<file path="src/rtl/gray_decoder.sv">
// Two-stage Gray-to-binary pointer decoder with modulo-2^W delta and a one-cycle valid pulse.
// Optional sticky illegal-step checker enabled by defining GRAY_DECODER_STEP_CHECK_EN.
module gray_decoder #(
  parameter int unsigned W = 4
) (
  input  logic         clk,
  input  logic         rst,
  input  logic         en,
  input  logic [W-1:0] gray_in,
  output logic [W-1:0] bin_out,
  output logic [W-1:0] delta,
  output logic         valid,
  output logic         step_err
);

  // MSB-first prefix XOR; a single-bit pointer decodes to itself
  function automatic logic [W-1:0] gray2bin(input logic [W-1:0] g);
    logic [W-1:0] b;
    b = g;
    for (int i = int'(W) - 2; i >= 0; i--) begin
      b[i] = b[i+1] ^ g[i];
    end
    return b;
  endfunction

  logic [W-1:0] gray_q, gray_d;
  logic         v1_q, v1_d;
  logic [W-1:0] bin_q, bin_d;
  logic [W-1:0] delta_q, delta_d;
  logic         valid_q, valid_d;
  logic [W-1:0] bin_new;

  // Stage 1 captures the sample; stage 2 decodes it against the held bin_out
  always_comb begin
    gray_d  = gray_q;
    v1_d    = en;
    bin_d   = bin_q;
    delta_d = delta_q;
    valid_d = 1'b0;
    bin_new = gray2bin(gray_q);
    if (en) begin
      gray_d = gray_in;
    end
    if (v1_q) begin
      bin_d   = bin_new;
      delta_d = bin_new - bin_q;
      valid_d = 1'b1;
    end
  end

  always_ff @(posedge clk) begin
    if (rst) begin
      gray_q  <= '0;
      v1_q    <= 1'b0;
      bin_q   <= '0;
      delta_q <= '0;
      valid_q <= 1'b0;
    end else begin
      gray_q  <= gray_d;
      v1_q    <= v1_d;
      bin_q   <= bin_d;
      delta_q <= delta_d;
      valid_q <= valid_d;
    end
  end

  assign bin_out = bin_q;
  assign delta   = delta_q;
  assign valid   = valid_q;

`ifdef GRAY_DECODER_STEP_CHECK_EN
  logic [W-1:0] diff;
  logic         err1_q, err1_d;
  logic         step_err_q, step_err_d;

  // gray_q is the previously accepted sample; x & (x-1) is nonzero iff x has 2+ bits set
  always_comb begin
    diff       = gray_in ^ gray_q;
    err1_d     = |(diff & (diff - W'(1)));
    step_err_d = step_err_q | (v1_q & err1_q);
  end

  always_ff @(posedge clk) begin
    if (rst) begin
      err1_q     <= 1'b0;
      step_err_q <= 1'b0;
    end else begin
      err1_q     <= err1_d;
      step_err_q <= step_err_d;
    end
  end

  assign step_err = step_err_q;
`else
  assign step_err = 1'b0;
`endif

endmodule
</file>
<file path="config.mk">
export PLATFORM = sky130hd
export DESIGN_NAME = gray_decoder
export DESIGN_NICKNAME = d
export VERILOG_FILES = /design/src/rtl/gray_decoder.sv
export SDC_FILE = /design/constraint.sdc
export NUM_CORES = 1
export LEC_CHECK = 0
export BUFFER_PORTS_ARGS = -buffer_cell sky130_fd_sc_hd__buf_2
export CORE_MARGIN = 2
export CORE_UTILIZATION = 40
export CTS_CLUSTER_DIAMETER = 200
export CTS_CLUSTER_SIZE = 30
export DETAILED_ROUTE_END_ITERATION = 16
export PLACE_DENSITY = 0.74
export SYNTH_ARGS = -nofsm -noshare
export SYNTH_HDL_FRONTEND = slang
export SYNTH_SLANG_ARGS = --single-unit
</file>
<file path="constraint.sdc">
create_clock -name clk -period 4.3 [get_ports clk]
set_input_delay 0.43 -clock clk [delete_from_list [all_inputs] [get_ports clk]]
set_output_delay 0.43 -clock clk [all_outputs]
set_load 0.03 [all_outputs]
</file>
Yosys cells after proc, flatten, opt, wreduce, memory -nomap -nowiden
Index checks and enable logic that the tools add are counted.
Storage, ports and cells
  bits in registers: 14
  input bits: 7
  output and inout port bits: 10
  logic and storage cells: 10
Cells by class
  add/subtract/negate cells: 1
  mux-type cells: 1
  bitwise logic cells: 3
Operator list (number)
  subtractor 4 bit: 1
  bitwise XOR 1 bit: 3
  two-way mux 1 bit: 1

Logic depth before layout (Yosys ltp)
  word-level depth: 4
  mapped depth: 8
  mapped depth without buffers: 7

Worst setup path before layout
Ideal clock, no wire load.
  kind: reg2reg
  start: register gray_q[3]
  end: register delta_q[2] (netlist: delta[2])
  library setup time: 129 ps
  arrival: 1875 ps
  data required time: 4171 ps
  slack: 2296 ps
  stages on the path, launching flop included: 9
  buffers on the path: 1
  period minus slack after synthesis: 2004 ps
  cells stage by stage: dfxtp_1 buf_6 xnor3_2 xor2_2 ha_1 fa_1 xnor2_1 mux2i_1 nor2_1
Between the ends
  longest elaborated chain between the ends: 4
Ends and longest elaborated chain
  start: declaration: line 26  | logic [W-1:0] gray_q, gray_d;
  start signal: assignment: line 59  | gray_q <= gray_d;
  bitwise XOR 1 bit *: line 21  | b[i] = b[i+1] ^ g[i];
  bitwise XOR 1 bit (2 in series): line 21
  subtractor 4 bit *: line 46  | delta_d = bin_new - bin_q;
  end signal: assignment: line 62  | delta_q <= delta_d;
  end: declaration: line 29  | logic [W-1:0] delta_q, delta_d;
Mark *: on every way between the ends. The rest lies on a longest branch, timed or not.
A chain may end at the register's enable or synchronous reset.

Final worst setup path
Ends and elaborated chain as after synthesis.

==> impl_metrics.ini <==
[outcome]
outcome = complete, no violations

[finish]
fin_util = 0.496
drive_gt1_frac = 0.282
syn_to_final_growth_pct = 15.5
layoutNonFillerInstCount = 94
nets = 90
diodes = 0

[grt]
grt_util_met3 = 0.0612
use_met1 = 0.146
antenna_found_initial = 0
grt_pass1_wl_um = 1680
grt_busiest_layer = met2
grt_max_degree = 15
first_global_vias = 384
grt_use_total = 0.121
grt-ovfl-total = 0
grtUsageMet2 = 0.179

[sta]
fmax_mhz = 469
clock_skew_ps = 1.95
fin_setup_tns_ps = 0
slew_violations = 0
setup_viol = 0
fin_crit_sh = 0.496
hold_viol = 0
period_needed_ps = 2130
rsz0062_at_grt = false

[synth]
synth_edf_count = 0
yosysUniqueCellTypes = 24
syn-num-nets = 75
ys_warn_count = 0
synth_ff_type = dfxtp_1
syn_area_um2 = 654
syn_area_per_cell_um2 = 10.2
synth-seq-cells = 14
async_reset_ff_frac = 0
syn_inst = 64
seq_area_frac_synth = 0.428

[pwr]
p_leak_uw = 0.000354
p_per_area_nw_per_um2 = 399
ir_worst_vdd_mv = 0.163

[clock_tree]
cts_resized = 0
post_cts_buffers = 0
numCtsBuffers = 3
cts_sinks = 14
clk_latency_ps = 270
cts_buffer_depth = 2
clkTransAtPathRegs_ps = 80
clock-root-buffer = clkbuf_4
htreeDepth = 1
hold_buffers = 0
tritoncts = built

[run]
cap_violations = 0

[hold_path]
hold_path_class = in2reg

[drt]
drc = 0
routed_via_density = 4.85
firstDrtPassIters = 2
wire_per_inst_um = 10.4
antenna_left = 0
vias = 456
routed_wl_um = 973
drtIter0Drc = 4

[die]
rows = 14
die_h_um = 44.4
coreArea_um2 = 1520
dieWidth_um = 44.4
die_area_um2 = 1980
start_util = 0.429
ios = 17

[placement]
hpwl_um = 759
place_inst = 90
io_buffers = 15
gp_congestion = 0.655

[critical_path]
worst-path-max-fanout = 5
cp-end-kind = register
worstPathArrival_ps = 2290
cp-start-kind = register
crit_type = reg2reg
required_ps = 4460
-- per-layer routing --
metal  up-vias  part of all wire  wire, µm
li1        238                 -         -
met1       204              0.47       454
met2        14              0.47       455
met3         0             0.065        63
met4         0                 0         0
met5         -                 0         0
-- cell families (layout without fill, tap and decap cells) --
family	after synthesis	in the layout	share of synthesized area
buffers and inverters	11	25	0.0803
AND/OR/NAND/NOR	15	15	0.107
multiplexers	6	6	0.0918
XOR/XNOR	5	5	0.101
AO/OA/AOI/OAI	8	8	0.0975
adder cells (fa/ha/maj)	4	4	0.0880
other	1	1	0.00573
flip-flops	14	14	0.428
-- placed cells by master, fill, tap and decap left out, types with 2 or more instances in the layout --
cell,instances
a211oi_1,3
inv_1,6
mux2i_1,6
buf_2,15
dfxtp_1,14
nor2_1,10
xnor2_1,3
nand2b_1,2
ha_1,3
clkbuf_4,3
-- stage by stage --
stage	worst slack [ps]	instance area, µm²	hold WS [ps]	power, µW
2_1_floorplan	2300	654	472	201
3_3_place_gp	2210	719	464	214
3_5_place_dp	2170	719	474	215
4_1_cts	2150	756	376	308
5_1_grt	2040	756	375	325
6_report	2170	756	386	301
-- flip-flops by register name (all words and copies together) (netlist names) --
register and count:
bin_out 4, delta 4, gray_q 4, v1_q 1, valid 1
-- synth_stat cells, types with 2 or more instances --
cell | n | share of area
dfxtp_1 | 14 | 0.43
nor2_1 | 10 | 0.057
inv_1 | 6 | 0.034
mux2i_1 | 6 | 0.092
a211oi_1 | 3 | 0.034
ha_1 | 3 | 0.057
xnor2_1 | 3 | 0.040
buf_1 | 2 | 0.011
nand2b_1 | 2 | 0.019
-- final cells by class --
type	instances	area, µm²
sequential	14	280
clock buffer	4	36.3
fill	162	768
tap	16	20.0
multi-input combinational	39	322
timing repair buffer	15	75.1
inverter	6	22.5
-- worst paths after layout --
check,from,end,slack (ps),cells past startpoint
setup / recovery,gray_q[3],delta[2],2170,7
hold / removal,gray_in[3],gray_q[3],390,3
setup reg to reg,gray_q[3],delta[2],2170,7
hold reg to reg,delta[1],delta[1],480,2
-- critical path, cell delays in order (launching register included) --
cell,delay (ps)
dfxtp_1,470
xnor3_2,450
xor2_2,180
ha_1,220
fa_1,400
xnor2_1,130
mux2i_1,130
nor2_1,50
-- report_power, final --
part	total (µW)	internal [µW]	switching, µW	leakage (µW)
Combinational	64.7	27.1	37.6	0.000218
Sequential	146	138	7.96	0.000115
Clock	90.2	51.4	38.8	0.0000210
Total	301	217	84.3	0.000354
Note: power is estimated with default switching activity, not from simulation.
